[src/rtl/reg_scoreboard.sv]
`default_nettype none
// ============================================================================
//  Module      : reg_scoreboard
//  Description : Hazard scoreboard for a 15-entry register file (ids 0x0-0xE,
//                id 0xF means "no register"). Keeps a saturating pending-write
//                count per register between decode and writeback. Decode is
//                held off while a source still has an outstanding writer or a
//                destination counter is full.
//  Ports       : clk_i, rst_n (async, active-low)
//                issue_valid/srcA/srcB/dstE/dstM -> issue_ready
//                ret_validA/ret_dstA, ret_validB/ret_dstB (writeback commits)
//                flush_i (squash all in-flight writers)
//                pending_o[14:0], busy_o, err_o (sticky retire-underflow)
//  Revision    : 1.0 - initial release
// ============================================================================
module reg_scoreboard #(
    parameter int CNT_W = 2
) (
    input  logic        clk_i,
    input  logic        rst_n,
    input  logic        issue_valid,
    input  logic [3:0]  issue_srcA,
    input  logic [3:0]  issue_srcB,
    input  logic [3:0]  issue_dstE,
    input  logic [3:0]  issue_dstM,
    output logic        issue_ready,
    input  logic        ret_validA,
    input  logic [3:0]  ret_dstA,
    input  logic        ret_validB,
    input  logic [3:0]  ret_dstB,
    input  logic        flush_i,
    output logic [14:0] pending_o,
    output logic        busy_o,
    output logic        err_o
);

    localparam int               c_NREG = 15;
    localparam logic [CNT_W-1:0] c_MAX  = '1;
    localparam logic [CNT_W-1:0] c_ONE  = {{(CNT_W-1){1'b0}}, 1'b1};

    logic [CNT_W-1:0]  r_cnt     [c_NREG];
    // Counts padded with a permanently-zero slot 15 so id 0xF can index the
    // table directly: a zero count is never "pending" and never equals MAX,
    // so 0xF never produces a hazard.
    logic [CNT_W-1:0]  w_cnt_ext [16];
    logic              w_accept;
    logic [c_NREG-1:0] w_inc;
    logic [c_NREG-1:0] w_dec;
    logic [c_NREG-1:0] w_uflow;
    logic              r_err;

    assign w_cnt_ext[15] = '0;

    // Hazard decision uses registered counts only; a retire in this cycle
    // does not release a stalled source until the next cycle.
    assign issue_ready = (w_cnt_ext[issue_srcA] == '0)
                       & (w_cnt_ext[issue_srcB] == '0)
                       & (w_cnt_ext[issue_dstE] != c_MAX)
                       & (w_cnt_ext[issue_dstM] != c_MAX);

    assign w_accept = issue_valid & issue_ready;

    genvar r;
    generate
        for (r = 0; r < c_NREG; r++) begin : g_reg
            localparam logic [3:0] c_ID = 4'(r);

            assign w_cnt_ext[r] = r_cnt[r];

            // Equality against a real id makes dstE==dstM (or A==B) collapse
            // into a single increment (decrement) naturally.
            assign w_inc[r] = w_accept & ((issue_dstE == c_ID) | (issue_dstM == c_ID));
            assign w_dec[r] = (ret_validA & (ret_dstA == c_ID))
                            | (ret_validB & (ret_dstB == c_ID));

            // An increment in the same cycle cancels the retire, so only a
            // lone retire on an empty counter is an underflow.
            assign w_uflow[r] = w_dec[r] & ~w_inc[r] & (r_cnt[r] == '0);

            always_ff @(posedge clk_i or negedge rst_n) begin
                if (!rst_n) begin
                    r_cnt[r] <= '0;
                end else if (flush_i) begin
                    r_cnt[r] <= '0;
                end else if (w_inc[r] & ~w_dec[r]) begin
                    r_cnt[r] <= r_cnt[r] + c_ONE;
                end else if (w_dec[r] & ~w_inc[r] & (r_cnt[r] != '0)) begin
                    r_cnt[r] <= r_cnt[r] - c_ONE;
                end
            end

            assign pending_o[r] = (r_cnt[r] != '0);
        end
    endgenerate

    always_ff @(posedge clk_i or negedge rst_n) begin
        if (!rst_n) begin
            r_err <= 1'b0;
        end else if (!flush_i && (w_uflow != '0)) begin
            r_err <= 1'b1;
        end
    end

    assign busy_o = |pending_o;
    assign err_o  = r_err;

endmodule
`default_nettype wire

[config.mk]
export PLATFORM = sky130hd
export DESIGN_NAME = reg_scoreboard
export DESIGN_NICKNAME = d
export VERILOG_FILES = /design/src/rtl/reg_scoreboard.sv
export SDC_FILE = /design/constraint.sdc
export NUM_CORES = 1
export LEC_CHECK = 0
export ABC_AREA = 1
export CAP_MARGIN = 20
export CORE_ASPECT_RATIO = 1.4
export CORE_MARGIN = 5
export CORE_UTILIZATION = 53
export DETAILED_ROUTE_END_ITERATION = 7
export GPL_TIMING_DRIVEN = 0
export PLACE_DENSITY = 0.77
export SYNTH_ARGS = -nofsm -noshare
export SYNTH_HDL_FRONTEND = slang
export SYNTH_SLANG_ARGS = --single-unit
[constraint.sdc]
create_clock -name clk_i -period 2.7 [get_ports clk_i]
set_input_delay 0.675 -clock clk_i [delete_from_list [all_inputs] [get_ports clk_i]]
set_output_delay 0.675 -clock clk_i [all_outputs]
set_load 0.01 [all_outputs]
Yosys cells after proc, flatten, opt, wreduce, memory -nomap -nowiden --
Index checks and enable logic that the tools add are counted.
Word-level totals: register bits 31, bits in latches 0, memory bits (writable) 0, bits in read-only memories 0, input bits 30, output and inout port bits 18, memories kept 0
Cells by class: $add $sub $neg 30, multipliers 0, div/mod/pow operators 0, magnitude comparators 4, equal/unequal tests 58, shift operators 0, multiplexer cells 57, bitwise gates (word level) 173, reductions and logical operators 55
Operator list (number):
- $eq 4x4->1 const B | 28
- $and 1x1->1 | 109
- $mux 2 | 53
- $eq 4x3->1 const B | 16
- $reduce_bool 3->1 | 15
- $logic_not 2->1 | 17
- $bmux 2 s4 | 4
- $eq 4x2->1 const B | 8
- $add 2x1->2 const B | 15
- $not 1->1 | 30
- $or 1x1->1 | 30
- $reduce_bool 2->1 | 15
- $sub 2x1->2 const B | 15
- $ge 5x5->1 const B | 4
- $not 4->5 | 4
- $eq 4x1->1 const B | 4
- $logic_not 4->1 | 4
- $reduce_bool 15->1 | 1
- $reduce_or 15->1 | 1
- $ne 2x2->1 const B | 2
- $logic_and 1x1->1 | 1
- $logic_not 1->1 | 1

Logic depth before layout (Yosys ltp) --
depth after elaboration 16, mapped depth 20, depth with buffers taken out 17

Least setup slack after synthesis --
OpenSTA, ideal clock, no wires.
path kind in2out, start point input issue_dstM[0], end point output issue_ready, arrival 1.790 ns, data required time 2.025 ns, slack 0.235 ns, stages 12, cell sequence buf_4 -> buf_4 -> nand2_1 -> nand2_1 -> nand2_1 -> nand2_1 -> nand2_1 -> nand2_1 -> nor2_1 -> nor2_1 -> nor2_4 -> and2_1
On the way: longest elaborated chain between the ends 6
RTL lines:
- from (decl) | line 25 | input logic [3:0] issue_dstM,
- $not 4->5 (implied by the code) | line 59 | & (w_cnt_ext[issue_dstM] != c_MAX);
- $bmux 2 s4 | line 59
- $mux 2 (implied by the code) (2 in a row) | line 59
- $ne 2x2->1 | line 59
- $and 1x1->1 | line 59
- to (decl) | line 26 | output logic issue_ready,
No other way between the ends. The select of a mux whose other input is x is not followed.

Worst setup path in the final report --
start point input issue_dstE[2], end point output issue_ready
On the way: longest elaborated chain between the ends 7
RTL lines:
- from (decl) | line 24 | input logic [3:0] issue_dstE,
- $not 4->5 (implied by the code) | line 58 | & (w_cnt_ext[issue_dstE] != c_MAX)
- $bmux 2 s4 | line 58
- $mux 2 (implied by the code) (2 in a row) | line 58
- $ne 2x2->1 | line 58
- $and 1x1->1 | line 58
- $and 1x1->1 | line 59
No other way between the ends. The select of a mux whose other input is x is not followed.

==> out/metrics.yaml <==
setup_violations: 0
synth_compound_area_share_pct: 16.6
die_h_um: 108
worst_skew_pair.late_latency_ns: 0.28
htreeDepth: 2
cp-end-kind: "output port"
overflow: 0
skew_ns: 0.00430
syn-num-nets: 682
fp-row-count: 35
fillers: 606
drive_gt1_share_pct: 16.4
antenna_found_initial: 0
drt_iter0_markers: 389
final_util_pct: 70.0
cp.arrival_ns: 1.99
ys_seq_area_share_pct: 21.4
cts_buffer_depth: 2
grt_max_degree: 32
clock.fmax_ghz: 0.375
synth_fa_ha_area_share_pct: 0
core_sq_um: 6610
hpwlAfterDp_um: 10400
dieArea_sq_um: 8610
irDropWorstVdd_uv: 256
grt_pass1_wl_um: 21300
highest_layer: "met4"
start_util_pct: 54.8
diodes: 0
globalRouteTotalUtil_pct: 31.8
start_kind: "input pin"
hold_violations: 0
cts_tree: "built"
clkTransAtPathRegs_ns: 0.07
ys_warn_count: 0
dr.pass1.iters: 5
synthToLayoutAreaGrowth_pct: 27.8
vias_per_cell: 5.93
leakage_nw: 2.31
avgSynthCellArea_sq_um: 5.56
synth.mux.area_fraction_pct: 0
grt_pass1_vias: 4478
wl_met1_um: 4990
dr_wl_met3_um: 1140
worstSetupPathType: "input pin to output port"
root_buffer: "clkbuf_8"
wl_um: 13500
period_minus_slack_ns: 2.66
slew_headroom_pct: 48.0
netlist_instances: 652
critPathMaxFanout: 4
place_congestion: 1.06
synth_top_family_by_area: "simple AND/OR/NAND/NOR gates"
final.setup.tns_ns: 0
drc_errors: 0
yosys.area_share.simple_pct: 49.4
synth_cell_type_count: 32
io_buffers: 44
powerDensity_nw_per_um2: 352
cpMaxStageDelayCell: "dlygate4sd2_1"
routedWlPerCell_um: 16.8
cts.sink_count: 31
status: "finished, final reports clean"
cp.required_ns: 2.03
path_cells: "dlygate4sd2_1 -> nand2_2 -> inv_2 -> nand3_1 -> nand2_1 -> nor2_2 -> nand2_1 -> nor2_1 -> nor2_2 -> nor2_4 -> and2_4 -> buf_6"
rsz0062_at_grt: "true"
synth_xor_area_share_pct: 0
wl_met2_um: 6460
antenna_left: 0
cpPeakStageDelay_ns: 0.28
cts_made_buffers: 5
fp.dieW_um: 79.9
synth-seq-cells: 31
hp-class: "input pin to async pin"
layout.nets: 745
slew_violations: 0
min_period_over_period_pct: 98.7
via_count: 4788
maxCapViolCount: 0
netlist_area_sq_um: 3620
worst_slew_pin_slew_ns: 0.780
ioPinCount: 48
power_w: 0.00163
-- what timing repair did --
item                                    CTS  global route
pin swaps                                 5            29
hold buffers                              0             0
buffers inserted                          6             3
endpoints found under the setup margin   33            26
gates cloned                              2             1
resized for setup                        62            59
-- logic make-up after synthesis --
logic type | count (synthesis)
AND/OR/NAND/NOR | 418
buffers and inverters | 109
AO/OA/AOI/OAI | 94
flip-flops | 31
-- power by group --
group	switching (W)	internal (W)
clock network	0.000172	0.000200
registers	0.0000602	0.000495
logic	0.000429	0.000272
total	0.000661	0.000967
-- sequential cells by signal (all words and copies together), names as in the netlist --
register	count
r_cnt	30
err_o	1
-- critical path, delay by kind of cell --
family	cells	cell delay [ns]
simple gates	9	0.87
buf+inv	3	0.44
-- cell usage after synthesis, drive strengths merged --
cell type	n	area [sq um]
nor4	3	18.8
o22ai	35	219
o21ai	34	170
nor2	68	275
nand3b	1	7.51
a211o	1	8.76
dfrtp	31	776
inv	91	342
a22oi	1	7.51
clkbuf	4	15.0
or2	11	68.8
nand3	59	295
a21boi	2	15.0
clkinv	1	3.75
and2	1	6.26
a32oi	2	17.5
o211ai	11	118
nand2	249	935
buf	13	93.8
nor3	4	20.0
a22o	2	17.5
nand4	22	163
a21oi	6	30.0
-- per-layer routing --
layer,vias up,track usage (%)
li1,2264,-
met1,2144,36.6
met2,302,53.3
met3,78,5.03
met4,0,21.4
met5,-,0
-- area by class of cell --
class | count | area, sq um | share of cell area (%)
clock inverter | 1 | 5.00 | 0.108
sequential | 31 | 776 | 16.8
tap | 92 | 115 | 2.49
buffer | 17 | 155 | 3.35
clock buffer | 6 | 82.6 | 1.78
inverter | 92 | 353 | 7.62
timing repair buffer | 56 | 563 | 12.2
multi-input combinational | 512 | 2580 | 55.7
-- cells in the final DEF (no fill, tap or decap), types with 4 or more instances in the layout --
cell,synthesis,layout
dlygate4sd2_1,0,4
buf_8,0,7
nand4_1,18,18
buf_6,3,6
inv_1,85,81
clkbuf_2,0,4
nor2_4,2,5
o211ai_2,7,7
nor3_1,4,4
nand2_1,249,229
clkbuf_8,0,6
clkdlybuf4s50_1,0,29
o21ai_2,0,4
nor2_1,64,45
or2_2,5,5
buf_2,6,5
nand2_2,0,17
o211ai_1,4,4
inv_2,6,8
dfrtp_1,31,31
or2_1,6,6
buf_4,4,8
nand3_1,59,58
nor2_2,2,18
o21ai_0,29,26
a21oi_1,6,6
clkbuf_1,4,4
o22ai_1,35,35
-- through the flow --
| stage | setup WS, ns | hold slack, ns | instances | area, sq um |
|---|---|---|---|---|
| after global placement | -0.968 | 0.446 | 788 | 4180 |
| after global routing | -0.0773 | 0.502 | 807 | 4630 |
| after floorplan | 0.235 | 0.379 | 652 | 3620 |
| after CTS | 0.00915 | 0.467 | 803 | 4440 |
| after detailed placement | -0.998 | 0.461 | 788 | 4170 |
| final | 0.0356 | 0.433 | 807 | 4630 |
-- final timing paths --
| kind | from | endpoint | slack [ns] | cells after the start |
|---|---|---|---|---|
| worst max-delay path | issue_dstE[2] | issue_ready | 0.04 | 12 |
| worst min-delay path | rst_n | r_cnt[27] | 0.43 | 1 |
| worst max register to register | r_cnt[25] | err_o | 0.13 | 16 |
| worst min register to register | err_o | err_o | 0.47 | 2 |
| max in group asynchronous | rst_n | r_cnt[9] | 1.80 | 1 |
| min in group clk_i | err_o | err_o | 0.47 | 2 |
No activity file was read; power rests on OpenSTA's default activity.
